<file path="src/rtl/dual_mode_stack.sv">
// dual_mode_stack
//   Small on-chip word buffer that behaves either as a LIFO (stack) or a FIFO
//   (queue). It tracks occupancy and raises sticky overflow/underflow flags.
//   A synchronous clear flushes the contents, and simultaneous push+pop has a
//   defined result.
//
// Parameters
//   B  data word width in bits
//   W  address bits; depth = 2**W words
//
// Ports
//   clk      in   1    system clock, rising edge
//   reset_n  in   1    asynchronous active-low reset
//   push     in   1    write request (one-cycle pulse)
//   pop      in   1    remove request (one-cycle pulse)
//   mode     in   1    requested mode: 0 = LIFO, 1 = FIFO (takes effect only when empty)
//   clear    in   1    synchronous flush of contents and error flags
//   w_data   in   B    word written on push
//   r_data   out  B    top (LIFO) / head (FIFO) word, 0 when empty
//   count    out  W+1  number of stored words
//   full     out  1    count == 2**W
//   empty    out  1    count == 0
//   err_ovf  out  1    sticky: a push was refused because the buffer was full
//   err_unf  out  1    sticky: a pop was refused because the buffer was empty
//
// Request semantics: push and pop are single-cycle requests sampled on the
// rising edge. There is no back-pressure: a request that cannot be honoured
// (push when full, pop when empty) is dropped and latched in the matching
// sticky error flag. r_data is fall-through and reflects the state after the
// last accepting edge.

module dual_mode_stack #(
    parameter int B = 8,
    parameter int W = 2
) (
    input  logic         clk,
    input  logic         reset_n,
    input  logic         push,
    input  logic         pop,
    input  logic         mode,
    input  logic         clear,
    input  logic [B-1:0] w_data,
    output logic [B-1:0] r_data,
    output logic [W:0]   count,
    output logic         full,
    output logic         empty,
    output logic         err_ovf,
    output logic         err_unf
);

    localparam int           DEPTH     = 1 << W;
    localparam logic [W:0]   DEPTH_CNT = {1'b1, {W{1'b0}}};

    logic [B-1:0] mem [DEPTH];

    logic [W-1:0] wr_ptr;
    logic [W-1:0] rd_ptr;
    logic         mode_q;

    logic [W-1:0] wr_ptr_n;
    logic [W-1:0] rd_ptr_n;
    logic [W:0]   count_n;
    logic         err_ovf_n;
    logic         err_unf_n;
    logic         we;
    logic [W-1:0] waddr;

    logic         mode_eff;
    logic         lifo;
    logic [W-1:0] top_addr;

    assign full  = (count == DEPTH_CNT);
    assign empty = (count == '0);

    // The mode can only be switched while the buffer holds nothing, so the
    // pointer bookkeeping of one mode never has to interpret the other's data.
    assign mode_eff = empty ? mode : mode_q;
    assign lifo     = ~mode_eff;
    assign top_addr = wr_ptr - 1'b1;

    // Outside of empty, mode_eff equals mode_q, so the read side follows the
    // locked mode.
    always_comb begin
        r_data = '0;
        if (!empty) begin
            r_data = mode_q ? mem[rd_ptr] : mem[top_addr];
        end
    end

    always_comb begin
        wr_ptr_n  = wr_ptr;
        rd_ptr_n  = rd_ptr;
        count_n   = count;
        err_ovf_n = err_ovf;
        err_unf_n = err_unf;
        we        = 1'b0;
        waddr     = wr_ptr;

        if (clear) begin
            wr_ptr_n  = '0;
            rd_ptr_n  = '0;
            count_n   = '0;
            err_ovf_n = 1'b0;
            err_unf_n = 1'b0;
        end else begin
            unique case ({push, pop})
                2'b10: begin
                    if (!full) begin
                        we       = 1'b1;
                        wr_ptr_n = wr_ptr + 1'b1;
                        count_n  = count + 1'b1;
                    end else begin
                        err_ovf_n = 1'b1;
                    end
                end
                2'b01: begin
                    if (!empty) begin
                        if (lifo) begin
                            wr_ptr_n = wr_ptr - 1'b1;
                        end else begin
                            rd_ptr_n = rd_ptr + 1'b1;
                        end
                        count_n = count - 1'b1;
                    end else begin
                        err_unf_n = 1'b1;
                    end
                end
                2'b11: begin
                    if (empty) begin
                        // Nothing to pop: the push still goes in.
                        we        = 1'b1;
                        wr_ptr_n  = wr_ptr + 1'b1;
                        count_n   = count + 1'b1;
                        err_unf_n = 1'b1;
                    end else if (lifo) begin
                        // Replace the top word in place.
                        we    = 1'b1;
                        waddr = top_addr;
                    end else begin
                        // When full, wr_ptr == rd_ptr: the outgoing head slot
                        // is reused for the incoming tail word.
                        we       = 1'b1;
                        wr_ptr_n = wr_ptr + 1'b1;
                        rd_ptr_n = rd_ptr + 1'b1;
                    end
                end
                default: ;
            endcase
        end
    end

    always_ff @(posedge clk or negedge reset_n) begin
        if (!reset_n) begin
            wr_ptr  <= '0;
            rd_ptr  <= '0;
            count   <= '0;
            mode_q  <= 1'b0;
            err_ovf <= 1'b0;
            err_unf <= 1'b0;
        end else begin
            wr_ptr  <= wr_ptr_n;
            rd_ptr  <= rd_ptr_n;
            count   <= count_n;
            mode_q  <= mode_eff;
            err_ovf <= err_ovf_n;
            err_unf <= err_unf_n;
        end
    end

    // Storage is intentionally left out of reset.
    always_ff @(posedge clk) begin
        if (we) begin
            mem[waddr] <= w_data;
        end
    end

endmodule
</file>
<file path="config.mk">
export PLATFORM = sky130hd
export DESIGN_NAME = dual_mode_stack
export DESIGN_NICKNAME = d
export VERILOG_FILES = /design/src/rtl/dual_mode_stack.sv
export SDC_FILE = /design/constraint.sdc
export NUM_CORES = 1
export LEC_CHECK = 0
export ABC_AREA = 0
export BUFFER_PORTS_ARGS = -buffer_cell sky130_fd_sc_hd__buf_2
export CORE_ASPECT_RATIO = 1.1
export CORE_MARGIN = 4
export CORE_UTILIZATION = 50
export DETAILED_ROUTE_END_ITERATION = 7
export PLACE_DENSITY = 0.71
export SYNTH_ARGS = -nofsm -noshare
export SYNTH_HDL_FRONTEND = slang
export SYNTH_SLANG_ARGS = --single-unit
</file>
<file path="constraint.sdc">
create_clock -name clk -period 3.1 [get_ports clk]
set_input_delay 0.31 -clock clk [delete_from_list [all_inputs] [get_ports clk]]
set_output_delay 0.31 -clock clk [all_outputs]
set_load 0.02 [all_outputs]
</file>
---- Word level (Yosys, flattened, before mapping) ----
Memory sizes are Yosys's and may differ from the RTL's.
Index checks and enable logic that the tools add are counted.
word-level totals
  bits in registers ....................... 10
  RAM bits ................................ 32
  output and inout bits ................... 15
  word-level logic and storage cells ...... 66
  input bits .............................. 14
  memories ................................ 1
memories
  name  words  width  read ports  clocked after memory_dff  write ports  line  text
  mem   4      8      2           0                         1            54    logic [B-1:0] mem [DEPTH];
cells by class
  $add $sub $neg .......................... 5
  equal/unequal tests ..................... 9
  muxes and demuxes ....................... 32
  reductions and logical operators ........ 13
operators with widths
  cell                 count
  $mux 2               12
  $mux 8               2
  $mux 3               4
  $mux 1               11
  $reduce_bool 2->1    5
  $ne 3x3->1 const B   3
  $pmux 3 s3           1
  $pmux 2 s3           1
  $reduce_and 3->1     2
  $add 2x1->2 const B  2
  $eq 2x2->1 const B   2
  $ne 4x4->1 const B   1
  $reduce_and 2->1     2
  $reduce_and 4->1     1
  $reduce_bool 4->1    1
  $add 3x1->3 const B  1
  $eq 3x3->1 const B   1
  $logic_not 3->1      1
  $sub 3x1->3 const B  1
  $eq 2x1->1 const B   1
  $ne 2x2->1 const B   1
  $pmux 1 s2           1
  $reduce_or 2->1      1
  $sub 2x1->2 const B  1

---- Longest topological paths before layout ----
Gate-level depths: netlist of the first run.
  word-level depth ........................ 6
  gate-level depth with buffers ........... 8
  gate-level depth less buffers ........... 7

---- Worst setup path before layout of the first run ----
No wires, ideal clock.
  kind .................................... register to register
  start point ............................. reg count[0]
  end point ............................... mem mem[2][0] (enable)
  data arrival time ....................... 2.058 ns
  library setup time ...................... 0.385 ns
  slack ................................... 0.657 ns
  buffers on the path ..................... 0
  clock period less this slack ............ 2.443 ns
  stages on the path, launching flop included .. 5
  data required time ...................... 2.715 ns
  path through ............................ dfrtp_1 > nor3_2 > or4_4 > xnor2_1 > nor3b_1
on the way
  word-level cells in the longest chain between the ends .. 6
  elaborated cells on any way between the ends .. 12
  those cells by class .................... eq/ne: 1; mux: 10; reduce/logical: 1
ends and longest elaborated chain
  item                                                           line      text
  from (decl)                                                    44        output logic [W:0] count,
  from (signal assigned)                                         163       count <= count_n;
  $eq 3x3->1 / $logic_not 3->1 (equally long branches)           72, 73
  $mux 1 (on tied branches)                                      108, 77
  $pmux 1 s2 / $mux 2 (equally long branches)                    -
  $mux 1 / $mux 2 (equally long branches)                        -
  $mux 1 / $mux 2 (equally long branches)                        172, 106
  $mux 1 (implied by the code) / $mux 2 (equally long branches)  173, 99
  to (decl)                                                      54
Several ways; a longest one is shown, not always the timed one.

---- Worst setup path after layout of the first run ----
  start point ............................. reg wr_ptr[0]
  end point ............................... out r_data[3]
on the way
  word-level cells in the longest chain between the ends .. 4
ends and longest elaborated chain
  item                    line  text
  from (decl)             56    logic [W-1:0] wr_ptr;
  from (signal assigned)  161   wr_ptr <= wr_ptr_n;
  $sub 2x1->2             79    assign top_addr = wr_ptr - 1'b1;
  $mem_v2 4x8             -
  $mux 8                  86    r_data = mode_q ? mem[rd_ptr] : mem[top_addr];
  $mux 8                  85    if (!empty) begin
  to (decl)               43    output logic [B-1:0] r_data,
Every way passes these cells.

==> summary.md, run 1 <==
The flow ran to the end, and the final reports show no timing, DRC or antenna violations. Entering global routing, the biggest net connects 18 pins. The wire length per cell was 19.04 µm; the standby leakage power was 0.0009430 µW. Summing over every cut layer, the via total after detailed routing is 1420.

The portion of the clock cycle consumed by the worst path in the final layout came out at 0.7722. Of all cell types, the one taking the most synthesized area is sky130_fd_sc_hd__edfxtp_1. The relative contribution of the clock network to total power was 0.229. The floorplan die height is 76.87 µm. The critical path goes through mux4_2, mux2i_1, nor2_1, buf_2. At the worst endpoint, the arrival time is 2.08 ns. The total global routing overflow is 0.

The worst hold path terminates at mem[2][1]. The flip-flop and latch count after synthesis was 42. In the routed design, unresolved DRC markers number 0.

The instance count along the most critical hold path was 1; the cell area after synthesis was 2156 µm². The tools report the critical path startpoint category as a flip-flop. Each instance of the synthesized netlist takes up on average 14.09 µm². For the final-layout fill cell count, the log shows 311. Wires add up to 4.531 mm.

The tools report the layout net count as 200. The first global-routing pass estimated 7.583 mm of wire. Once layout is done, the placed cells without fillers occupy 2471 µm². For the routability congestion estimate from global placement, the log shows 0.8253. In the post-route analysis, the smallest setup slack over all paths is 0.7061 ns.

Once placement finished, the instance area stood at 2371 µm². Setup repair after global routing left no endpoint under its margin. After clock tree synthesis, the repair step resized 0 gates. The logs give 1025 µW for the internal power consumption and 0.1831 for the overall routing resource usage. The run gives 3.309 mm as the estimated wirelength of the detail-placed design. On the critical path, the stage with the largest delay is an instance of sky130_fd_sc_hd__dfrtp_1. After detailed routing, the number of vias per cell comes to 5.966. The H-tree was split into 2 levels. The worst setup path is of the flip-flop to output pin kind. The number of hold buffers added after CTS was 1; the residual antenna-violating net count after detailed routing was 0.

Most frequently used flop master after synthesis: sky130_fd_sc_hd__edfxtp_1. The run gives 238 as the final standard cell count with taps included and fillers excluded. Before CTS, the worst setup slack after placement is 0.8559 ns. The ratio of total power to cell area came out at 619.1 nW/µm².

VDD sags by at most 0.3235 mV. Slew at the pin with the worst max-slew slack: 0.7617 ns. During placement, the flow inserted port buffers numbering 28. In the final timing run, aggregate negative setup slack is 0 ns.

The deepest clock path buffer count was 2. The sequential power share was 0.474; the number of top-level pins was 29. The number of nets handed over by synthesis was 168. The fraction of synthesis flops using an asynchronous set or reset pin was 0.2381.

Initial antenna violation count: 0. Ranked by instance count, the synthesized netlist is headed by sky130_fd_sc_hd__edfxtp_1 (32), sky130_fd_sc_hd__nor2_1 (17), sky130_fd_sc_hd__mux4_2 (16). The worst register-to-register path ends at mem[3][6]. The synthesized design contains 32 enable-type register cells. The type of the most critical hold path was primary input to flip-flop. The insertion delay of the later-clocked pin in the worst-skew pair was 0.30 ns; the effective utilization at floorplan was 0.5318.

The number of warnings printed during yosys synthesis came out at 0. The top-area cell type share of the netlist area is 0.4457. For this design the total switching power over the nets is 505.2 µW. The fraction of final layout cells with drive strength greater than 1 is 0.3548, and the part of the Yosys area used for sequential elements is 0.5618. Library cell used as clock root buffer: sky130_fd_sc_hd__clkbuf_8. Core footprint: 4054 µm². In this design, the stage delay of the slowest critical-path cell is 0.84 ns. The run gives 5427 µm² as the full die area. The combinational power share is 0.297.

The final critical-path required period is 2.394 ns. The first TritonRoute pass finished after 4 iterations. The worst setup path is captured at an output pin.

The count of inserted antenna diode cells is 0, and the length in cells of the worst reg-to-reg path is 5. Including well taps, the total number of placed cells is 229. The worst setup slack for register-to-register paths was 0.81 ns; the required arrival time at the worst endpoint was 2.79 ns. The count of final max-slew check failures was 0; the register clock-pin slew on the reported worst setup and hold paths was 0.08 ns. Yosys mapped the design onto 33 distinct sky130hd cell types.

In this run the critical register-to-register path is launched from count[0]. The cell count after synthesis came out at 153. The area overhead of the layout relative to synthesis came out at 14.63%. Static timing analysis puts the maximum clock frequency at 417.7 MHz.

The CTS sink count was 42. Ranked by total cell area, the synthesized netlist is headed by sky130_fd_sc_hd__edfxtp_1 (45%), sky130_fd_sc_hd__mux4_2 (17%), sky130_fd_sc_hd__dfrtp_1 (12%). Worst min-delay path startpoint: w_data[1].

After clock tree synthesis, the setup repair step added 0 buffers. In this run, CTS created clock tree buffers numbering 5. The largest fanout on the critical path was 17. For the normalized max-slew margin, the log shows 0.4922. The overall die width was 70.61 µm; the final worst clock skew was 0.007006 ns. TritonCTS built the clock tree.

The tool flagged a number of max-cap violations equal to 0. In the post-synthesis netlist, the cell with the most instances is sky130_fd_sc_hd__edfxtp_1. The logs give 0 for the number of endpoints with negative hold slack in the final report and 144 for the number of DRC markers in iteration 0.

The run gives 1533 as the number of global-route vias before repair. The total number of placement rows came out at 24. Setup violations remaining at the end of the flow were counted as 0. The net switching share of the total power works out to 0.3302.
cell families after synthesis:
logic type,after synthesis,share of synthesized area
compound gates,20,0.05978
xor+xnor,3,0.01219
fa+ha+maj,1,0.009286
buf+inv,17,0.03192
flops,42,0.5618
mux,27,0.2200
simple gates,43,0.1050
how the worst max path moves through the flow:
stage,end,cells after the start,slack [ns],startpoint
2_1_floorplan,mem[2][0],4,0.66,count[0]
3_3_place_gp,mem[3][6],5,0.90,clear
3_5_place_dp,mem[3][0],5,0.86,count[0]
4_1_cts,r_data[5],4,0.66,wr_ptr[0]
5_1_grt,r_data[0],4,0.53,wr_ptr[0]
6_report,r_data[3],4,0.71,wr_ptr[0]
power groups by stage:
| stage | Sequential [µW] | Combinational, µW | Clock, µW |
|---|---|---|---|
| after detailed placement | 740 | 455 | 0 |
| after floorplan | 699 | 350 | 0 |
| final | 725 | 455 | 350 |
| after global placement | 733 | 442 | 0 |
| after global routing | 738 | 492 | 389 |
| after CTS | 728 | 459 | 359 |
cell usage in the layout, fill, tap and decap left out, drive strengths merged, types with 3 or more instances in the layout:
cell,instances
clkbuf,5
mux2i,8
nand2,5
mux4,16
nand3,3
or3,3
nor2,17
nand2b,3
a21oi,7
o21ai,5
edfxtp,32
dfrtp,10
buf,36
mux2,3
inv,5
nor2b,3
worst max-delay path: cells and delay by family, from the launching register on:
| kind | cells | cell delay (ns) |
|---|---|---|
| buffers and inverters | 1 | 0.16 |
| DFF | 1 | 0.84 |
| and+or+nand+nor | 1 | 0.06 |
| muxes | 2 | 0.72 |
metrics by stage:
step	total power [µW]	utilization	hold WS (ns)
global placement	1175	0.5849	0.1831
detailed placement	1195	0.5849	0.1842
finish	1530	0.6096	0.2291
CTS	1546	0.6096	0.2175
global route	1618	0.6096	0.2141
floorplan	1049	-	0.01441
final cells by class:
cell class                 count  area, µm²  share of cell area
sequential                    42       1211              0.4901
multi-input combinational     94      875.8              0.3544
timing repair buffer          37      210.2             0.08506
clock buffer                   5      68.82             0.02785
tap                           52      65.06             0.02633
clock inverter                 3      21.27            0.008608
inverter                       5      18.77            0.007595
registers in the layout, summed over array words and instances (netlist names):
name     flops
mem         32
wr_ptr       2
err_unf      1
rd_ptr       2
mode_q       1
count        3
err_ovf      1
routing by layer:
metal | global-route usage | part of all wire
met3 | 0.04314 | 0.055
met1 | 0.2252 | 0.39
met2 | 0.3174 | 0.54
met4 | 0.05827 | 0.019
met5 | 0 | 0
Note: power is estimated with default switching activity, not from simulation.
==> inputs of run 2 (changes only) <==
--- a/config.mk
+++ b/config.mk
@@ -5,13 +5,13 @@
 export SDC_FILE = /design/constraint.sdc
 export NUM_CORES = 1
 export LEC_CHECK = 0
-export ABC_AREA = 0
+export ABC_AREA = 1
 export BUFFER_PORTS_ARGS = -buffer_cell sky130_fd_sc_hd__buf_2
 export CORE_ASPECT_RATIO = 1.1
 export CORE_MARGIN = 4
 export CORE_UTILIZATION = 50
 export DETAILED_ROUTE_END_ITERATION = 7
-export PLACE_DENSITY = 0.71
+export PLACE_DENSITY = 0.73
 export SYNTH_ARGS = -nofsm -noshare
 export SYNTH_HDL_FRONTEND = slang
 export SYNTH_SLANG_ARGS = --single-unit
==> constraint.sdc (replaced) <==
create_clock -name clk -period 2.09 [get_ports clk]
set_input_delay 0.209 -clock clk [delete_from_list [all_inputs] [get_ports clk]]
set_output_delay 0.209 -clock clk [all_outputs]
set_load 0.02 [all_outputs]
==> summary.md, run 2 <==
The tools report the final worst clock skew as 0.008873 ns (+0.001867 ns). TritonCTS built the clock tree. The cell taking the most area after synthesis is sky130_fd_sc_hd__edfxtp_1. The tools report the CTS buffer count as 5 (unchanged). Register clock-pin slew on the reported worst setup and hold paths: 0.08 ns (about the same).

Most frequently used flop master after synthesis: sky130_fd_sc_hd__edfxtp_1. The count of inserted antenna diode cells is 0 (unchanged). The overall routing resource usage is 0.2141 (+0.03107).

For this run, the top clock speed supported by timing is 523.0 MHz. Setup repair after global routing left no endpoint under its margin. Sorting the synthesized cells by how often they occur yields sky130_fd_sc_hd__nand2_1 (84), sky130_fd_sc_hd__edfxtp_1 (32), sky130_fd_sc_hd__o21ai_0 (29). Walking the worst path, the cells encountered are inv_2, nand2_1, inv_1, a22oi_1, nand2_1, nand2_1, nand2_1, buf_2.

Part of the Yosys area used for sequential elements: 0.5563 (-0.005489). The run gives 0.9308 (+13%) as the routability congestion estimate from global placement. Path type of the worst setup path: flip-flop to output pin. The CTS sink count is 42 (unchanged). The share of the core filled with cells in the final layout was 0.6207 (+0.01114); the number of iterations in the first detailed-routing pass was 6 (+2).

The fraction of synthesis flops using an asynchronous set or reset pin was 0.2381 (unchanged). The source of the worst register-to-register timing path is count[0]. The tools report the critical path data arrival time as 1.70 ns (-0.38 ns). Among the stages of the critical path, the cell type that occurs most often is sky130_fd_sc_hd__nand2_1. The run gives 0 (unchanged) as the number of endpoints with negative hold slack in the final report.

The run gives 2177 µm² (+0.99%) as the cell area after synthesis. The tools report the critical path startpoint category as a flip-flop. The tools report the endpoint type of the worst setup path as an output pin.

The full die area was 5475 µm² (+0.88%); the ratio of total power to cell area was 1253 nW/µm² (+100%). Total number of placement rows: 24 (unchanged). The estimated wirelength of the detail-placed design came out at 4.179 mm (+26%). The largest fanout on the critical path was 9 (-8).

The logs give 0.001178 µW (+25%) for the standby leakage power and 0.6357 mV (+97%) for the peak supply drop. The run gives 0.3179 ns (-0.5379 ns) as the worst slack after detailed placement. Slowest library cell on the worst path: sky130_fd_sc_hd__dfrtp_1.

The run finished with clean final reports. The worst-case hold slack was 0.1092 ns (-0.1199 ns); the required arrival time at the worst endpoint was 1.88 ns (-0.91 ns). The tools report the post-detailed-routing wire length as 5.555 mm (+23%).

First-pass GRT wire length: 9.066 mm (+20%). The maximum number of pins on one net before global-route repair is 19 (+1). Most flop-heavy register: mem. Stage delay of the slowest cell on the critical path: 0.42 ns (-0.42 ns).

The insertion delay of the later-clocked pin in the worst-skew pair came out at 0.30 ns (about the same). Number of flops mapped to enable cells by yosys: 32 (unchanged). The flip-flop count of the largest register after layout works out to 32 (unchanged). The overall die width was 70.92 µm (+0.44%); the count of buffers from port buffering was 28 (unchanged). The via-per-instance ratio came out at 5.587 (-6.4%).

The tools report the placed cell count as 336 (+47%). For the number of top-level pins, the log shows 29 (unchanged). The number of warnings printed during yosys synthesis was 0 (unchanged); the net count of the mapped netlist was 270 (+61%).

The logs give 0 (unchanged) for the total global routing overflow and 346 (+45%) for the final standard cell count with taps included and fillers excluded. The top-area cell type share of the netlist area is 0.4414 (-0.004355), and the area occupied by multi-input gates is 840.8 µm² (-4.0%). The tools report the DRC violations left as 0 (unchanged). The gate count after technology mapping was 255 (+67%). Leaving out fill and tap cells, the most frequent cell in the layout is sky130_fd_sc_hd__nand2_1. The worst hold path begins at mode. The tools report the count of endpoints failing setup in the final report as 0 (unchanged). Floorplan die height: 77.21 µm (+0.44%). The residual antenna-violating net count after detailed routing is 0 (unchanged), and the final-layout fill cell count is 348 (+12%). The logs give 308 (+54%) for the layout net count and 28 (-15%) for the unique cell type count in the Yosys netlist. The setup TNS was 0 ns (unchanged); the wire length per cell was 16.05 µm (-16%).

For the count of final max-slew check failures, the log shows 0 (unchanged). The core footprint is 4084 µm² (+0.74%). The count of buffering cells on the critical path with inverters included works out to 3 (+2). The flip-flop and latch count after synthesis was 42 (unchanged); the sequential cell area was 1211 µm² (unchanged). Subtracting the final worst setup slack from the clock period gives 1.912 ns.

The largest delay contributor family on the critical path is buffers and inverters. Among all cell types in the netlist, the one instantiated most often is sky130_fd_sc_hd__nand2_1. The total number of H-tree levels is 2 (unchanged). In the post-synthesis netlist, the biggest area contributors are sky130_fd_sc_hd__edfxtp_1 (44%), sky130_fd_sc_hd__nand2_1 (14%), sky130_fd_sc_hd__dfrtp_1 (11%). The effective utilization at floorplan is 0.5331 (+0.001298), and the fraction of final layout cells with drive strength greater than 1 is 0.1905 (-0.1644). Slew at the pin with the worst max-slew slack: 0.4049 ns (-0.3569 ns). The number of global-route vias before repair was 1811 (+18%). The average cell area after synthesis came out at 8.538 µm² (-39%). The portion of the clock cycle consumed by the worst path in the final layout is 0.9148, and the via count is 1933 (+36%).

In the final layout, the registers with the most flip-flops are mem x32, count x3. The number of DRC markers in iteration 0 was 145 (+0.69%). For the max-cap check violation count, the log shows 0 (unchanged).

The run gives 2 (unchanged) as the deepest clock path buffer count. The initial antenna violation count was 0 (unchanged). The top cell types in the final layout, fill and taps aside, are sky130_fd_sc_hd__nand2_1 (84), sky130_fd_sc_hd__edfxtp_1 (32), sky130_fd_sc_hd__o21ai_0 (29), sky130_fd_sc_hd__buf_2 (28), sky130_fd_sc_hd__nor2_1 (23). The area overhead of the layout relative to synthesis works out to 16.44%. Tracing the worst setup path back leads to its startpoint at wr_ptr[0]. The normalized max-slew margin came out at 0.7301 (+0.2379).

The tools report the final worst-path setup slack as 0.1780 ns (-0.5281 ns). The min-delay analysis places its worst path in the category primary input to flip-flop. Clock tree synthesis selected as its root buffer the cell sky130_fd_sc_hd__clkbuf_8.
run 2: cell families (layout without fill, tap and decap cells):
kind of cell | count (synthesis) | after routing | share of synthesized area
AND/OR/NAND/NOR | 132 | 132 | 0.2489
AO/OA/AOI/OAI | 48 | 48 | 0.1241
flip-flops | 42 | 42 | 0.5563
buffers and inverters | 31 | 70 | 0.05747
adder cells (fa/ha/maj) | 1 | 1 | 0.009196
XOR/XNOR | 1 | 1 | 0.004024
run 2: per-stage QoR:
step | total power [µW] | instance area, µm²
2_1_floorplan | 2065 | 2177
3_3_place_gp | 2504 | 2407
3_5_place_dp | 2516 | 2407
4_1_cts | 3159 | 2527
5_1_grt | 3404 | 2535
6_report | 3177 | 2535
run 2: cell type report:
type / count / area share
multi-input cells: 182 / 0.3317
flip-flops and latches: 42 / 0.4778
inverters: 24 / 0.03554
clock inverters: 2 / 0.01481
clock buffers: 6 / 0.02863
repair buffers: 38 / 0.08588
well taps: 52 / 0.02567
run 2: report_power, final:
group | leakage (µW) | switching, µW | internal, µW
clock network | 0.0000514 | 284 | 356
registers | 0.000422 | 88.6 | 1010
logic | 0.000705 | 973 | 461
run 2: final timing paths:
path | endpoint | cells past startpoint | slack (ns)
max in group asynchronous | err_unf | 2 | 1.59
hold reg to reg | err_ovf | 2 | 0.48
setup reg to reg | mem[1][7] | 8 | 0.38
min in group asynchronous | err_ovf | 2 | 0.29
hold / removal | mode_q | 3 | 0.11
setup / recovery | r_data[4] | 8 | 0.18
run 2: metal layers:
| metal | wire, µm | track usage |
|---|---|---|
| met5 | 0 | 0 |
| met2 | 2662 | 0.3618 |
| met4 | 147 | 0.07895 |
| met3 | 395 | 0.04706 |
| met1 | 2350 | 0.2662 |
run 2: tightest hold or removal path: stages:
cell and delay [ns]:
sky130_fd_sc_hd__buf_2 0.08, sky130_fd_sc_hd__nand2_1 0.04, sky130_fd_sc_hd__nand2_1 0.04
run 2: timing repair:
| action | 4_1_cts | 5_1_grt |
|---|---|---|
| endpoints found under the setup margin | 0 | 8 |
| resized for setup | 0 | 1 |
| hold endpoints to repair | 10 | 0 |
| setup buffers | 0 | 1 |
| hold buffers | 1 | 0 |
==> inputs of run 3 (changes only) <==
--- a/config.mk
+++ b/config.mk
@@ -5,13 +5,13 @@
 export SDC_FILE = /design/constraint.sdc
 export NUM_CORES = 1
 export LEC_CHECK = 0
-export ABC_AREA = 1
 export BUFFER_PORTS_ARGS = -buffer_cell sky130_fd_sc_hd__buf_2
 export CORE_ASPECT_RATIO = 1.1
 export CORE_MARGIN = 4
 export CORE_UTILIZATION = 50
 export DETAILED_ROUTE_END_ITERATION = 7
-export PLACE_DENSITY = 0.73
+export PLACE_DENSITY = 0.74
+export SLEW_MARGIN = 20
 export SYNTH_ARGS = -nofsm -noshare
 export SYNTH_HDL_FRONTEND = slang
 export SYNTH_SLANG_ARGS = --single-unit
==> summary.md, run 3 (same netlist as run 1, synthesis figures left out) <==
For the total number of H-tree levels, the log shows 2 (unchanged). In the layout the commonest cells are sky130_fd_sc_hd__edfxtp_1 (32), sky130_fd_sc_hd__buf_2 (28), sky130_fd_sc_hd__buf_4 (19), sky130_fd_sc_hd__nor2_1 (17), sky130_fd_sc_hd__mux4_2 (16). Setup TNS: 0 ns (unchanged). The net switching share of the total power is 0.3012 (-0.1223), and the total global routing overflow is 0 (unchanged).

The min-delay analysis places its worst path in the category primary input to flip-flop. The logs give 217 µm (-45%) for the met3 layer wire length in the routed design and 29 (unchanged) for the number of top-level pins. Total length of routed met2 wires: 2.319 mm (-13%). The critical path data arrival time is 2.03 ns (+0.33 ns). The final-layout fill cell count was 311 (-11%). The relative contribution of the clock network to total power was 0.253 (+0.051). The register clock-pin slew on the reported worst setup and hold paths was 0.08 ns (about the same).

The largest fanout on the critical path came out at 8 (-1). The run finished with clean final reports. The sequential power share was 0.438 (+0.091). The tools report the library cell used as clock root buffer as sky130_fd_sc_hd__clkbuf_8.

DRC violations left: 0 (unchanged). The via-per-instance ratio is 5.680 (+1.7%). The slowest stage of the critical path belongs to the cell sky130_fd_sc_hd__or4_4.

Count of final max-slew check failures: 0 (unchanged). The wire length per cell is 17.11 µm (+6.6%), and the flip-flop count of the largest register after layout is 32 (unchanged). The maximum clock frequency is 494.3 MHz (-5.5%), and the number of global-route vias before repair is 1475 (-19%).

The worst setup path is captured at a flip-flop. The final worst clock skew is 0.006539 ns (-0.002334 ns), and the layout net count is 212 (-31%). The portion of the clock cycle consumed by the worst path in the final layout works out to 0.9681 (+0.05323).

The run gives 0 (unchanged) as the count of endpoints failing setup in the final report. The post-detailed-routing wire length was 4.277 mm (-23%); the effective utilization at floorplan was 0.5318 (-0.001298). Total number of placement rows: 24 (unchanged). The fraction of final layout cells with drive strength greater than 1 is 0.4343 (+0.2439).

The ratio of total power to cell area works out to 916.7 nW/µm² (-27%). In the final layout, the registers with the most flip-flops are mem x32, count x3. The via count is 1420 (-27%), and the floorplan die height is 76.87 µm (-0.43%). The core footprint was 4054 µm² (-0.74%).

Ranked by flip-flop count, first place goes to mem. The tools report the insertion delay of the later-clocked pin in the worst-skew pair as 0.29 ns (about the same). The max-cap check violation count is 0 (unchanged). The critical path goes through or4_4, or3b_1, a21oi_4, buf_12. For the residual antenna-violating net count after detailed routing, the log shows 0 (unchanged). The routability congestion estimate from global placement was 0.8923 (-4.1%). The tools report the CTS sink count as 42 (unchanged). For the instance area at placement, the log shows 2482 µm² (+3.1%). For the standby leakage power, the log shows 0.001009 µW (-14%). The final critical-path required period was 2.023 ns (+0.1112 ns); the overall die width was 70.61 µm (-0.44%). The post-route cell area came out at 2625 µm² (+3.6%). The count of buffers from port buffering is 28 (unchanged). The combinational power share is 0.308 (-0.143). Setup repair after global routing left no endpoint under its margin.

The maximum number of pins on one net before global-route repair was 17 (-2). STA classifies the critical path startpoint as a flip-flop. The overall routing resource usage came out at 0.1680 (-0.04614). Uppermost layer routed: met4. TritonCTS built the clock tree. The placed cell count is 240 (-29%). The deepest clock path buffer count was 2 (unchanged); the normalized max-slew margin was 0.7131 (-0.01698). The number of DRC markers in iteration 0 came out at 123 (-15%). The slew at the pin with the worst max-slew slack was 0.4303 ns (+0.02546 ns); the first-pass GRT wire length was 6.962 mm (-23%).

The tools report the peak supply drop as 0.5160 mV (-19%). The required arrival time at the worst endpoint is 2.10 ns (+0.22 ns). The run gives 0 (unchanged) as the count of inserted antenna diode cells. The length in cells of the worst reg-to-reg path was 4 (-4); the instance count along the most critical hold path was 1 (-2). The run gives 724.8 µW (-46%) as the net switching power.

The run gives 1682 µW (-8.2%) as the internal power consumption. The final standard cell count with taps included and fillers excluded is 250 (-28%). Relative to the synthesized area, the layout overhead comes to 21.76%. Initial antenna violation count: 0 (unchanged). The logs give 3.129 mm (-25%) for the estimated wirelength of the detail-placed design and 1.686 mm (-28%) for the length of routed wiring on met1. The stage delay of the slowest cell on the critical path is 0.58 ns (+0.16 ns). The number of endpoints with negative hold slack in the final report is 0 (unchanged). Leaving out fill and tap cells, the most frequent cell in the layout is sky130_fd_sc_hd__edfxtp_1.

The number of iterations in the first detailed-routing pass was 4 (-2). The worst setup path is of the flip-flop to flip-flop kind. The CTS buffer count was 5 (unchanged). The tools report the full die area as 5427 µm² (-0.87%).
==> run 3: cell count changes in the layout (fill, tap and decap cells not counted), sizes merged, moves of 4 or more <==
| cell | delta |
|---|---|
| nand2 | -81 |
| o21ai | -24 |
| inv | -18 |
| mux4 | +16 |
| nand3 | -14 |
| buf | +11 |
| mux2i | +8 |
| nor2 | -8 |
| o22ai | -6 |
| a22oi | -4 |
==> run 3: worst paths after layout <==
path                       slack [ns]      start        end
max                              0.07     mode_q  mem[1][3]
max in group asynchronous        1.57    reset_n  wr_ptr[0]
min                              0.13  w_data[6]  mem[0][6]
min in group asynchronous        0.30    reset_n  rd_ptr[0]
max reg2reg                      0.07     mode_q  mem[1][3]
min reg2reg                      0.50    err_unf    err_unf
==> run 3: stage by stage <==
| step | util | power (µW) | setup slack, ns | hold slack (ns) |
|---|---|---|---|---|
| 6_report | 0.6475 | 2406 | 0.06676 | 0.1275 |
| 5_1_grt | 0.6475 | 2532 | 0.003281 | 0.1150 |
| 4_1_cts | 0.6417 | 2415 | 0.02236 | 0.1203 |
| 3_5_place_dp | 0.6123 | 1800 | 0.05245 | 0.08756 |
| 3_3_place_gp | 0.6123 | 1776 | 0.1051 | 0.07981 |
| 2_1_floorplan | - | 1568 | 0.01187 | -0.08659 |
==> run 3: power groups by stage <==
| stage | sequential [µW] | clock [µW] | combinational (µW) |
|---|---|---|---|
| 5_1_grt | 1070 | 668 | 798 |
| 3_3_place_gp | 1060 | 0 | 714 |
| 3_5_place_dp | 1070 | 0 | 732 |
| 6_report | 1060 | 609 | 742 |
| 4_1_cts | 1050 | 624 | 740 |
| 2_1_floorplan | 1040 | 0 | 530 |
==> run 3: timing repair <==
action | 4_1_cts | 5_1_grt
hold buffers | 1 | 0
setup endpoints to repair | 7 | 10
pin swaps | 0 | 1
endpoints found under the hold margin | 10 | 0
gates resized for setup | 2 | 2
setup buffers | 0 | 1
==> run 3: final cells by class <==
class	instances	area, µm²	area share
multi-input cells	94	900.9	0.3432
clock inverters	2	33.78	0.01287
inverters	5	18.77	0.007150
repair buffers	49	312.8	0.1192
well taps	52	65.06	0.02479
clock buffers	6	72.57	0.02765
flip-flops and latches	42	1221	0.4652
==> run 3: critical path, delay by kind of cell, from the launching register on <==
kind | cells | cell delay [ns]
AOI/OAI and AO/OA | 1 | 0.19
and+or+nand+nor | 2 | 1.03
buffers and inverters | 1 | 0.14
DFF | 1 | 0.38
==> run 3: metal layers <==
metal | vias to the layer above | GRT usage
met5 | - | 0
met1 | 692 | 0.1986
met3 | 7 | 0.04314
li1 | 673 | -
met4 | 0 | 0.05075
met2 | 48 | 0.2987
